### config.mk
export PLATFORM = sky130hd
export DESIGN_NAME = spike_count_classifier
export DESIGN_NICKNAME = d
export VERILOG_FILES = /design/src/rtl/spike_count_classifier.sv
export SDC_FILE = /design/constraint.sdc
export NUM_CORES = 1
export LEC_CHECK = 0
export CORE_MARGIN = 3
export CORE_UTILIZATION = 40
export CTS_CLUSTER_DIAMETER = 50
export DETAILED_ROUTE_END_ITERATION = 12
export PLACE_DENSITY = 0.63
export SYNTH_ARGS = -nofsm -noshare
export SYNTH_HDL_FRONTEND = slang
export SYNTH_SLANG_ARGS = --single-unit
### constraint.sdc
create_clock -name clk -period 4.25 [get_ports clk]
set_input_delay 1.275 -clock clk [delete_from_list [all_inputs] [get_ports clk]]
set_output_delay 1.275 -clock clk [all_outputs]
set_load 0.01 [all_outputs]
### src/rtl/spike_count_classifier.sv
// Spike-count output decoder: counts spikes per neuron over a window, then scans for the argmax.
// Define SPIKE_CLASSIFIER_SATURATE_EN to make counters saturate instead of wrapping.
module spike_count_classifier #(
   parameter int NUM_OUTPUTS  = 1,
   parameter int COUNT_WIDTH  = 16,
   parameter int WINDOW_WIDTH = 16,
   parameter int IDX_WIDTH    = (NUM_OUTPUTS > 1) ? $clog2(NUM_OUTPUTS) : 1
) (
   input  logic                    clk,
   input  logic                    rst,
   input  logic [NUM_OUTPUTS-1:0]  spike_in,
   input  logic                    start,
   input  logic [WINDOW_WIDTH-1:0] window_len,
   output logic                    busy,
   output logic                    done,
   output logic [IDX_WIDTH-1:0]    class_out,
   output logic [COUNT_WIDTH-1:0]  class_count,
   input  logic [IDX_WIDTH-1:0]    cnt_addr,
   output logic [COUNT_WIDTH-1:0]  cnt_dout
);

   localparam int SCAN_W = IDX_WIDTH + 1;
   localparam logic [SCAN_W-1:0] SCAN_END = SCAN_W'(NUM_OUTPUTS);

   localparam logic [1:0] S_IDLE   = 2'd0;
   localparam logic [1:0] S_COUNT  = 2'd1;
   localparam logic [1:0] S_ARGMAX = 2'd2;
   localparam logic [1:0] S_DONE   = 2'd3;

   logic [1:0]              state;
   logic [WINDOW_WIDTH-1:0] rem;
   logic [SCAN_W-1:0]       scan_idx;
   logic [COUNT_WIDTH-1:0]  scan_cnt;
   logic [IDX_WIDTH-1:0]    best_idx;
   logic [COUNT_WIDTH-1:0]  best_cnt;
   logic [COUNT_WIDTH-1:0]  cnt_q [NUM_OUTPUTS];

   function automatic logic [COUNT_WIDTH-1:0] count_inc(input logic [COUNT_WIDTH-1:0] c,
                                                        input logic s);
`ifdef SPIKE_CLASSIFIER_SATURATE_EN
      return (s && (c != {COUNT_WIDTH{1'b1}})) ? c + COUNT_WIDTH'(1) : c;
`else
      return s ? c + COUNT_WIDTH'(1) : c;
`endif
   endfunction

   // Counter selected by the argmax scan pointer
   always_comb begin
      scan_cnt = '0;
      for (int i = 0; i < NUM_OUTPUTS; i++)
         if (scan_idx == SCAN_W'(i)) scan_cnt = cnt_q[i];
   end

   // Host readout; out-of-range addresses read as zero
   always_comb begin
      cnt_dout = '0;
      for (int i = 0; i < NUM_OUTPUTS; i++)
         if (cnt_addr == IDX_WIDTH'(i)) cnt_dout = cnt_q[i];
   end

   always_ff @(posedge clk or negedge rst) begin
      if (!rst) begin
         state       <= S_IDLE;
         rem         <= '0;
         scan_idx    <= '0;
         best_idx    <= '0;
         best_cnt    <= '0;
         class_out   <= '0;
         class_count <= '0;
         busy        <= 1'b0;
         done        <= 1'b0;
         for (int i = 0; i < NUM_OUTPUTS; i++) cnt_q[i] <= '0;
      end else begin
         done <= 1'b0;
         case (state)
            S_IDLE: begin
               if (start) begin
                  for (int i = 0; i < NUM_OUTPUTS; i++) cnt_q[i] <= '0;
                  rem      <= window_len;
                  scan_idx <= '0;
                  busy     <= 1'b1;
                  state    <= (window_len == '0) ? S_ARGMAX : S_COUNT;
               end
            end
            S_COUNT: begin
               for (int i = 0; i < NUM_OUTPUTS; i++)
                  cnt_q[i] <= count_inc(cnt_q[i], spike_in[i]);
               rem <= rem - WINDOW_WIDTH'(1);
               if (rem == WINDOW_WIDTH'(1)) state <= S_ARGMAX;
            end
            S_ARGMAX: begin
               // One extra cycle after the last neuron to publish the result
               if (scan_idx == SCAN_END) begin
                  class_out   <= best_idx;
                  class_count <= best_cnt;
                  busy        <= 1'b0;
                  done        <= 1'b1;
                  state       <= S_DONE;
               end else begin
                  if ((scan_idx == '0) || (scan_cnt > best_cnt)) begin
                     best_cnt <= scan_cnt;
                     best_idx <= scan_idx[IDX_WIDTH-1:0];
                  end
                  scan_idx <= scan_idx + SCAN_W'(1);
               end
            end
            S_DONE:  state <= S_IDLE;
            default: state <= S_IDLE;
         endcase
      end
   end

endmodule

==> metrics <==
R2R Path Start=scan_idx[1]$_DFFE_PN0P_; xor/xnor share of the synthesized area=2.55%; Slew Viols, Final=0; Sw Ratio=approximately two fifths; # hold bufs at CTS=0; area of the core=9910 um^2; syn nets=501; GPL Wtd Cong=0.821; Startpoint Class=primary input; cts bufs inserted=9; skew final=0.00951 ns; Register-to-Register Path Depth=10; post-CTS setup buffers=0; WHS Endpoint=class_count[5]$_DFFE_PN0P_; Total Nets Final=553; DRC Markers=0; Port Buffers=55; Critical R2R Capture=best_cnt[11]$_DFFE_PN0P_; Critical Path, Cell by Cell=clkdlybuf4s50_1 > nor2b_1 > clkdlybuf4s50_1; TritonCTS Sinks=72; slew margin rel.=43.3%; synthesized instance count=around 460; antenna-violating nets left=0; CP most frequent cell=clkdlybuf4s50_1; first-pass GRT wire length=between 15000 and 20000 um; HPWL Detailed=7050 um; routed len/inst=14.9 um; CP max stage cell=clkdlybuf4s50_1; ys flop type=dfrtp_1; combinational share of power=slightly above 40%; Slew @ Worst Pin=0.849 ns; root buffer cell=clkbuf_8; post-route setup TNS=0 ns; syn_area_per_cell=9.05 um^2; WP data arrival=2.77 ns; Initial Util=roughly two fifths; Worst R2R Setup Slack=0.94 ns; fmax=247 MHz; Final min period=4.05 ns; via/cell ratio=about 5.3; critical path's largest stage delay=0.69 ns; total congestion overflow=0; share of layout cells above drive strength 1=7.42%; min-delay src=class_count[5]$_DFFE_PN0P_; num ports=56; First DRT Iteration DRCs=96; Post-synth top cells=dfrtp_1, nand2_1, o21ai_0, a21oi_1, nor2_1; num rows=36; H-tree Lvls=3; Net Switching=about 1.0 mW; TritonCTS clock tree=yes; synth-to-layout area growth=21.2%; power per cell area=515 nW/um^2; Min-Delay Path Depth=2; clock share of power=22.5%; RSZ-0062 raised after global routing=false; Die ar.=11600 um^2; critical path's top delay family=buffers and inverters; #FFs+latches synth=72; sequential element share of the synthesized area=around 44%; 1st-pass router iterations=4; Synth Area in Compound Gates=17.2%; clock latency on the worst-skew pair=0.34 ns; vias post-DR=3443; Reg power frac=37.0%; Post-Syn Area=around 4100 um^2; post-synthesis mux area share=1.58%; worst vdd ir=0.269 mV; largest cells by area after synthesis=dfrtp_1, ha_1, o21ai_0; CP bufs+invs=2; Post-synth EDFFs=0; area fraction of the dominant cell type after synthesis=43.6%; cell taking the most area after synthesis=dfrtp_1; most frequent cell after synthesis=dfrtp_1; die width=108 um; final setup vio count=0; pin count of the biggest net entering global routing=34; Crit Path Category=primary input to output port; crit-path max FO=16; DIE HEIGHT=108 um; outcome=complete, no violations; final WL=9600 um; initial antenna violation count=0; Int Power=1.54 mW; Post-Synth Simple-Gate Area=22.9%; Synth Area in Adders=7.27%; Crit. End Element=output port; final core occ=roughly 50%; count of different cell masters after synthesis=47; vias in the first global route=3380; clk slew on worst S/H paths=~0.07 ns; Max Cap Viol=0; Global Route Usage Sum=17.5%; Tcrit/Tclk final=between 90% and 100%; diode count=0; Hold Crit Class=register to register; asr flop ratio synth=100%; Synth warnings=0; LEAKAGE=around 2.1 nW; main combinational cell family by area after synthesis=simple AND/OR/NAND/NOR gates; Hold Fails Final Rpt=0; PostCTS Resize Cnt=0; Max Buffers Root-to-Sink=2; CP Data Required Time=around 3.0 ns
## final cells by class
cell class | instances | area (um^2)
clock buffer | 9 | 124
clock inverter | 6 | 85.1
fill | 939 | 4900
inverter | 27 | 101
multi-input combinational | 336 | 2130
sequential | 72 | 1800
tap | 133 | 166
timing repair buffer | 62 | 598
## routing by layer
metal | part of all wire, % | global-route usage [%] | wire [um] | vias to the layer above
li1 | - | - | - | 1709
met1 | 48 | 24.3 | 4590 | 1635
met2 | 47 | 27.7 | 4480 | 79
met3 | 3.5 | 2.34 | 332 | 20
met4 | 2.0 | 7.03 | 195 | 0
met5 | 0 | 0 | 0 | -
## worst max-delay path by stage
stage | startpoint | to | slack (ns) | depth (start not counted)
after CTS | cnt_addr | cnt_dout[0] | 0.22 | 3
after detailed placement | cnt_addr | cnt_dout[13] | 0.22 | 3
after global routing | cnt_addr | cnt_dout[7] | 0.07 | 3
after global placement | cnt_addr | cnt_dout[1] | 0.26 | 3
after floorplan | scan_idx[1]$_DFFE_PN0P_ | best_cnt[10]$_DFFE_PN0P_ | 1.29 | 13
final | cnt_addr | cnt_dout[1] | 0.20 | 3
## cell usage in the layout, fill, tap and decap left out, types with 16 or more instances in the layout
| master | Yosys | final |
|---|---|---|
| dfrtp_1 | 72 | 72 |
| clkdlybuf4s50_1 | 0 | 54 |
| nand2_1 | 52 | 52 |
| o21ai_0 | 42 | 42 |
| a21oi_1 | 38 | 38 |
| nor2_1 | 35 | 35 |
| inv_1 | 27 | 27 |
| ha_1 | 24 | 24 |
| and2_1 | 20 | 20 |
| nor2b_1 | 18 | 18 |
| a32o_1 | 16 | 16 |
## cell families (layout without fill, tap and decap cells)
group | after synthesis | after routing
adder cells (fa/ha/maj) | 24 | 24
AO/OA/AOI/OAI | 112 | 112
XOR/XNOR | 12 | 12
multiplexers | 6 | 6
buffers and inverters | 48 | 104
AND/OR/NAND/NOR | 182 | 182
flip-flops | 72 | 72
## power by group through the flow
| stage | logic, mW | clock network, mW | registers, mW |
|---|---|---|---|
| 2_1_floorplan | 0.779 | 0 | 0.924 |
| 3_3_place_gp | 1.00 | 0 | 0.960 |
| 3_5_place_dp | 1.03 | 0 | 0.964 |
| 4_1_cts | 1.04 | 0.597 | 0.952 |
| 5_1_grt | 1.18 | 0.625 | 0.973 |
| 6_report | 1.04 | 0.580 | 0.954 |
## sequential cells by signal, indices dropped and copies added (netlist names)
signal	count
best_cnt	16
best_idx	1
scan_idx	2
busy	1
class_out	1
cnt_q	16
done	1
state	2
rem	16
class_count	16
## worst register-to-register path, cell delays in order (launching register included)
cell and delay [ns]:
dfrtp_1 0.49, inv_1 0.12, ha_1 0.37, and2_1 0.23, ha_1 0.33, a21oi_1 0.18
nor3_1 0.06, or3_4 0.34, a2111oi_4 0.43, o21ai_2 0.32, a32o_1 0.33
## metrics by stage
| step | power (mW) | setup WS, ns | instances | hold WS, ns | cell area [um^2] |
|---|---|---|---|---|---|
| floorplan | 1.70 | 1.29 | 456 | 0.463 | 4130 |
| global placement | 1.96 | 0.260 | 629 | 0.460 | 4790 |
| detailed placement | 2.00 | 0.223 | 629 | 0.469 | 4790 |
| CTS | 2.59 | 0.216 | 644 | 0.485 | 5000 |
| global route | 2.78 | 0.0735 | 645 | 0.499 | 5010 |
| finish | 2.58 | 0.203 | 645 | 0.476 | 5010 |
No activity file was read; power rests on OpenSTA's default activity.
